### src/rtl/hpi_access_ctrl.sv
// hpi_access_ctrl: shares the CY7C67200 host port between the CPU bridge (requester 0)
// and the interrupt/poll engine (requester 1), sequencing each one-word access as
// SETUP -> STROBE -> HOLD -> RECOVER on the active-low cs/r/w strobes.
// Optional feature: define HPI_CTRL_RR_EN for round-robin arbitration; the default
// build gives requester 0 fixed priority.
module hpi_access_ctrl #(
    parameter int unsigned STROBE_CYCLES  = 2,
    parameter int unsigned RECOVER_CYCLES = 2
) (
    input  logic        Clk,
    input  logic        Reset,
    input  logic        req0,
    input  logic        req1,
    input  logic        we0,
    input  logic        we1,
    input  logic [1:0]  addr0,
    input  logic [1:0]  addr1,
    input  logic [15:0] wdata0,
    input  logic [15:0] wdata1,
    output logic        ack0,
    output logic        ack1,
    output logic [15:0] rdata,
    output logic        busy,
    output logic [1:0]  hpi_address,
    output logic [15:0] hpi_data_out,
    input  logic [15:0] hpi_data_in,
    output logic        hpi_r,
    output logic        hpi_w,
    output logic        hpi_cs
);

    typedef enum logic [2:0] {
        StIdle,
        StSetup,
        StStrobe,
        StHold,
        StRecover
    } state_t;

    // Counter reload values: the state advances when the counter reaches zero.
    localparam logic [3:0] strobe_load  = 4'(STROBE_CYCLES - 1);
    localparam logic [3:0] recover_load = 4'(RECOVER_CYCLES - 1);

    state_t     state;
    logic [3:0] cnt;
    logic       gnt;        // requester owning the current access
    logic       is_write;   // direction of the current access
    logic       grant_next; // requester that would win in IDLE this cycle

`ifdef HPI_CTRL_RR_EN
    logic       rr_ptr;     // requester favoured when both are requesting
`endif

    // Arbitration between the two requesters, evaluated while idle.
    always_comb begin
        grant_next = 1'b0;
`ifdef HPI_CTRL_RR_EN
        if (req0 && req1) begin
            grant_next = rr_ptr;
        end else begin
            grant_next = req1;
        end
`else
        grant_next = ~req0;
`endif
    end

    // Access sequencer: state, timing counter and all registered pin-side outputs.
    always_ff @(posedge Clk or posedge Reset) begin
        if (Reset) begin
            state        <= StIdle;
            cnt          <= 4'd0;
            gnt          <= 1'b0;
            is_write     <= 1'b0;
            ack0         <= 1'b0;
            ack1         <= 1'b0;
            rdata        <= 16'h0000;
            busy         <= 1'b0;
            hpi_address  <= 2'd0;
            hpi_data_out <= 16'h0000;
            hpi_r        <= 1'b1;
            hpi_w        <= 1'b1;
            hpi_cs       <= 1'b1;
`ifdef HPI_CTRL_RR_EN
            rr_ptr       <= 1'b0;
`endif
        end else begin
            ack0 <= 1'b0;
            ack1 <= 1'b0;
            case (state)
                StIdle: begin
                    if (req0 || req1) begin
                        gnt          <= grant_next;
                        is_write     <= grant_next ? we1 : we0;
                        hpi_address  <= grant_next ? addr1 : addr0;
                        hpi_data_out <= grant_next ? wdata1 : wdata0;
                        hpi_cs       <= 1'b0;
                        busy         <= 1'b1;
                        state        <= StSetup;
`ifdef HPI_CTRL_RR_EN
                        rr_ptr       <= ~grant_next;
`endif
                    end
                end
                StSetup: begin
                    cnt   <= strobe_load;
                    state <= StStrobe;
                    if (is_write) begin
                        hpi_w <= 1'b0;
                    end else begin
                        hpi_r <= 1'b0;
                    end
                end
                StStrobe: begin
                    if (cnt == 4'd0) begin
                        hpi_r <= 1'b1;
                        hpi_w <= 1'b1;
                        state <= StHold;
                    end else begin
                        cnt <= cnt - 4'd1;
                    end
                end
                StHold: begin
                    hpi_cs <= 1'b1;
                    cnt    <= recover_load;
                    state  <= StRecover;
                    if (!is_write) begin
                        rdata <= hpi_data_in;
                    end
                    if (gnt) begin
                        ack1 <= 1'b1;
                    end else begin
                        ack0 <= 1'b1;
                    end
                end
                StRecover: begin
                    if (cnt == 4'd0) begin
                        busy  <= 1'b0;
                        state <= StIdle;
                    end else begin
                        cnt <= cnt - 4'd1;
                    end
                end
                default: begin
                    state <= StIdle;
                end
            endcase
        end
    end

endmodule

### config.mk
export PLATFORM = sky130hd
export DESIGN_NAME = hpi_access_ctrl
export DESIGN_NICKNAME = d
export VERILOG_FILES = /design/src/rtl/hpi_access_ctrl.sv
export SDC_FILE = /design/constraint.sdc
export NUM_CORES = 1
export LEC_CHECK = 0
export BUFFER_PORTS_ARGS = -buffer_cell sky130_fd_sc_hd__clkbuf_2
export CORE_ASPECT_RATIO = 0.5
export CORE_UTILIZATION = 43
export DETAILED_ROUTE_END_ITERATION = 10
export GPL_TIMING_DRIVEN = 0
export HOLD_SLACK_MARGIN = 0.02
export PLACE_DENSITY = 0.83
export SETUP_SLACK_MARGIN = 0.5
export SLEW_MARGIN = 20
export SYNTH_ARGS = -nofsm -noshare
export SYNTH_HDL_FRONTEND = slang
export SYNTH_SLANG_ARGS = --single-unit
### constraint.sdc
create_clock -name Clk -period 1.5 [get_ports Clk]
set_input_delay 0.3 -clock Clk [delete_from_list [all_inputs] [get_ports Clk]]
set_output_delay 0.3 -clock Clk [all_outputs]
set_load 0.02 [all_outputs]
=== Word level (Yosys, flattened, before mapping) ===
Index checks and enable logic that the tools add are counted.
W data, S select, Z words.

* Register bits: 49
* Latch bits: 0
* Bits in writable memories: 0
* Memory bits (read-only): 0
* Bits of input ports: 58
* Output and inout bits: 40
* Word-level logic and storage cells: 66
* Memories kept: 0

* Add/subtract/negate cells: 1
* Multiply operators: 0
* Divide/modulo/power cells: 0
* Order comparisons: 0
* Eq/ne operators: 10
* Shifts and indexed selects: 0
* Muxes and demuxes: 23
* Bitwise gates (word level): 2
* Reduce and logical (&&, ||, !) cells: 17

{| class="wikitable"
|+ Operators by type and width
! cell !! number
|-
| $mux W16 || 1
|-
| $pmux W3 S5 || 1
|-
| $ne A2 B2 Y1 const B || 6
|-
| $reduce_and A3 Y1 || 4
|-
| $mux W1 || 11
|-
| $mux W3 || 3
|-
| $pmux W1 S2 || 4
|-
| $pmux W4 S2 || 1
|-
| $reduce_and A2 Y1 || 4
|-
| $reduce_bool A2 Y1 || 4
|-
| $eq A3 B2 Y1 const B || 2
|-
| $logic_not A4 Y1 || 1
|-
| $mux W4 || 1
|-
| $reduce_or A2 Y1 || 2
|-
| $sub A4 B1 Y4 const B || 1
|-
| $eq A3 B1 Y1 const B || 1
|-
| $eq A3 B3 Y1 const B || 1
|-
| $logic_not A3 Y1 || 1
|-
| $mux W2 || 1
|-
| $not A1 Y1 || 2
|-
| $logic_or A1 B1 Y1 || 1
|}

=== Depth between registers and ports, before layout ===
* Depth in word-level cells: 4
* Depth in mapped cells: 6
* Gate-level depth less buffers: 5

=== Least setup slack after synthesis ===
OpenSTA, ideal clock, no wires.

* Kind: flip-flop to flip-flop
* Start point: reg cnt[0]
* End point: reg cnt[1]
* Library setup time: 0.138 ns
* Arrival time: 1.419 ns
* Required time: 1.362 ns
* Path slack: -0.057 ns
* Cell stages (with the launch flop): 7
* Buffers on the path: 1
* Clock period less this slack: 1.557 ns
* Cell sequence: dfrtp_1 inv_1 ha_1 or3b_1 buf_2 a31oi_1 o221ai_1

* Longest elaborated chain between the ends: 3
* Elaborated cells on any way between the ends: 6
* Those cells by class: 1 x add/sub; 1 x eq/ne; 2 x mux; 2 x reduce/logical

{| class="wikitable"
|+ RTL lines
! element !! line !! source
|-
| start, declared || 45 || <nowiki>logic [3:0] cnt;</nowiki>
|-
| start signal, assigned || 106 || <nowiki>cnt <= strobe_load;</nowiki>
|-
| start signal, assigned || 120 || <nowiki>cnt <= cnt - 4'd1;</nowiki>
|-
| start signal, assigned || 125 || <nowiki>cnt <= recover_load;</nowiki>
|-
| $sub A4 B1 Y4 or $logic_not A4 Y1 (tied branches) || - ||
|-
| $mux W4 or $ne A2 B2 Y1 (tied branches) || - ||
|-
| $pmux W4 S2 or $reduce_and A2 Y1 (tied branches) || - ||
|}

Parallel ways exist; a longest one is shown, timed or not. The select of a mux whose other input is x is not followed.
A chain may end at the register's enable or synchronous reset.

=== Final worst setup path ===
* Start point: reg cnt[1]
* End point: reg cnt[1]

Same word-level chain as after synthesis.

==> results.py <==
metrics = {
    "status": {
        "status": "finished with violations",
        "violations": "negative setup slack",
    },
    "floorplanning": {
        "die_w_um": 108,
        "ios": 98,
        "initial_core_util_pct": 46.8,
        "die_h_um": 55.1,
        "fp.coreArea_um2": 5180,
        "num_rows": 18,
        "die_area_um2": 5960,
    },
    "sta": {
        "rsz0062_at_grt": "true",
        "setup_viol": 41,
        "worst_pin_slew_ns": 0.609,
        "relSlewSlack_pct": 59.3,
        "whs_ns": 0.0524,
        "fin_skew_ns": 0.00670,
        "layout_setup_ws_ns": -0.173,
        "max_freq_mhz": 598,
        "period_share_pct": 112,
        "fin_crit_ns": 1.67,
        "slew_violations": 0,
        "hold_violations": 0,
    },
    "finish": {
        "final_nets": 412,
        "n_antenna_cell": 0,
        "fin_util_pct": 87.6,
        "final_area_um2": 4540,
        "drive_gt1_share_pct": 76.6,
        "fill_cells": 200,
        "area_growth_pct": 87.1,
    },
    "logic_synthesis": {
        "yosys_warnings": 0,
        "synth-seq-area-share_pct": 50.7,
        "ys.flop_type": "dfrtp_1",
        "synth_edf_count": 0,
        "ys_async_sr_fraction_pct": 100,
        "synth_area_um2": 2430,
        "synthesis.nets": 236,
        "syn_inst": 177,
        "syn_area_per_cell_um2": 13.7,
        "synth-seq-cells": 49,
        "synth_cell_type_count": 40,
    },
    "global_routing": {
        "grt_use_total_pct": 28.2,
        "grt_overflow": 0,
        "grt_pass1_vias": 2185,
        "antenna_found_initial": 0,
        "grt_max_degree": 50,
        "grt_pass1_wl_um": 11900,
    },
    "setup_path": {
        "arrival_ns": 1.84,
        "rr_endpoint": "cnt[1]$_DFFE_PP0P_",
        "required_ns": 1.67,
        "ff2ff_setup_slack_ns": -0.17,
        "rr_startpoint": "cnt[1]$_DFFE_PP0P_",
        "reg2reg_depth": 6,
        "critPathLaunchType": "register",
        "setup.worst_path.class": "register to register",
        "end_kind": "register",
        "cp_max_fo": 5,
    },
    "placed_design": {
        "dp_hpwl_um": 3970,
        "gp_congestion": 0.735,
        "portBuffers": 97,
        "pre_cts_ws_ns": -0.106,
        "placed_area_um2": 3110,
    },
    "power": {
        "peakVddDrop_v": 0.00143,
        "p_leak_nw": 2.20,
        "finalPower_w": 0.0111,
        "power_density_nw_per_um2": 2440,
    },
    "flow_run": {
        "max_cap_viol_count": 0,
    },
    "drt": {
        "drt_iter0_drc": 148,
        "vias": 2382,
        "avgRoutedWirePerCell_um": 24.5,
        "ant_nets": 0,
        "drc": 0,
        "via_per_inst": 5.62,
        "drt-total-wl_um": 10400,
        "dr.pass1.iters": 5,
    },
    "min_path": {
        "hold_path.class": "input pin to async pin",
    },
    "clock_tree": {
        "cts_buffers": 5,
        "path_clk_slew_ns": 0.07,
        "insertion_delay_ns": 0.31,
        "cts-root-buf": "clkbuf_16",
        "clock_sinks": 49,
        "htree_levels": 2,
        "cts_buffer_depth": 2,
        "cts_tree": "done",
    },
}
==> power by group <==
part | internal [W] | switching, W
sequential | 0.00200 | 0.000666
combinational | 0.00429 | 0.00296
clock | 0.000622 | 0.000554
total | 0.00691 | 0.00418
==> synthesized netlist by cell type, types with 2 or more instances <==
| cell type | number | area share [%] |
|---|---|---|
| a21oi_1 | 6 | 1.2 |
| buf_12 | 2 | 1.7 |
| buf_2 | 6 | 1.2 |
| buf_6 | 2 | 0.93 |
| dfrtp_1 | 46 | 47 |
| dfstp_2 | 3 | 3.2 |
| inv_1 | 7 | 1.1 |
| mux2_1 | 10 | 4.6 |
| mux2_2 | 26 | 12 |
| mux2_4 | 18 | 11 |
| mux2i_1 | 2 | 0.83 |
| nand2_1 | 4 | 0.62 |
| nand2b_1 | 2 | 0.52 |
| nor2_1 | 9 | 1.4 |
| nor2b_1 | 3 | 0.77 |
| nor3_1 | 2 | 0.41 |
| nor3b_1 | 2 | 0.62 |
| o21ai_0 | 3 | 0.62 |
| o31ai_1 | 2 | 0.62 |
| or3b_1 | 2 | 0.72 |
==> what timing repair did <==
action,4_1_cts,5_1_grt
gates cloned,2,2
setup buffers,31,36
gates resized for setup,101,41
endpoints found under the hold margin,0,0
endpoints found under the setup margin,87,89
hold buffers,0,0
pin swaps,4,9
==> routing by layer <==
layer | share of wire, % | global-route usage (%)
met5 | 0 | 0
met4 | 5.6 | 14.4
met3 | 7.3 | 5.74
met2 | 48 | 52.7
met1 | 39 | 32.3
==> registers in the layout (all words and copies together), names as in the netlist <==
name,flops
gnt,1
cnt,4
busy,1
hpi_address,2
rdata,16
hpi_data_out,16
hpi_cs,1
is_write,1
hpi_r,1
state,3
hpi_w,1
ack0,1
ack1,1
==> critical path: stages (launching register included) <==
cell and delay, ns:
dfrtp_2 0.43, inv_2 0.10, ha_4 0.14, or3b_1 0.37, buf_6 0.16, mux2i_1 0.20, o221ai_2 0.14
==> stage by stage <==
step           std cells  TNS (ns)
6_report             424     -4.57
5_1_grt              424     -5.87
4_1_cts              385   -0.0903
3_5_place_dp         344    -0.696
3_3_place_gp         344    -0.139
2_1_floorplan        177         0
==> layout make-up <==
type	count	area [um^2]	area share (%)
Buffer	10	148	3.25
Clock buffer	7	133	2.92
Clock inverter	1	7.51	0.165
Inverter	7	32.5	0.717
Multi-Input combinational cell	111	1310	28.8
Sequential cell	49	1230	27.2
Tap cell	70	87.6	1.93
Timing Repair Buffer	169	1590	35.0
==> cell families (layout without fill, tap and decap cells) <==
kind of cell | Yosys count | after routing | synth area share (%)
AOI/OAI and AO/OA | 21 | 21 | 6.09
buffers and inverters | 17 | 194 | 4.90
muxes | 56 | 56 | 28.7
DFF | 49 | 49 | 50.7
adders and majority gates | 1 | 1 | 0.516
xor gates and xnor gates | 2 | 2 | 0.722
and+or+nand+nor | 31 | 31 | 8.41
==> layout by cell type, fill, tap and decap left out, drive strengths merged, types with 2 or more instances in the layout <==
| master | Yosys | layout |
|---|---|---|
| mux2i | 2 | 2 |
| nand2 | 4 | 4 |
| o21a | 2 | 2 |
| o31ai | 2 | 2 |
| nor3 | 3 | 3 |
| nor3b | 2 | 2 |
| o21ai | 3 | 3 |
| dfstp | 3 | 3 |
| nand2b | 2 | 2 |
| clkinvlp | 0 | 2 |
| nand3b | 2 | 2 |
| or3b | 2 | 2 |
| nor2 | 10 | 10 |
| nor2b | 3 | 3 |
| dfrtp | 46 | 46 |
| inv | 7 | 6 |
| clkbuf | 0 | 99 |
| buf | 10 | 87 |
| mux2 | 54 | 54 |
| a21oi | 6 | 6 |
==> how the worst max path moves through the flow <==
stage                         startpoint                     endpoint  slack, ns  cells after the start
floorplan             cnt[0]$_DFFE_PP0P_           cnt[1]$_DFFE_PP0P_       0.02                      6
detailed placement    cnt[0]$_DFFE_PP0P_             busy$_DFFE_PP0P_      -0.11                      6
global placement      cnt[0]$_DFFE_PP0P_             busy$_DFFE_PP0P_      -0.07                      6
finish                cnt[1]$_DFFE_PP0P_           cnt[1]$_DFFE_PP0P_      -0.17                      6
CTS                   cnt[0]$_DFFE_PP0P_           cnt[1]$_DFFE_PP0P_      -0.02                      6
global route        state[1]$_DFFE_PP0P_  hpi_data_out[4]$_DFFE_PP0P_      -0.20                      6
No activity file was read; power rests on OpenSTA's default activity.
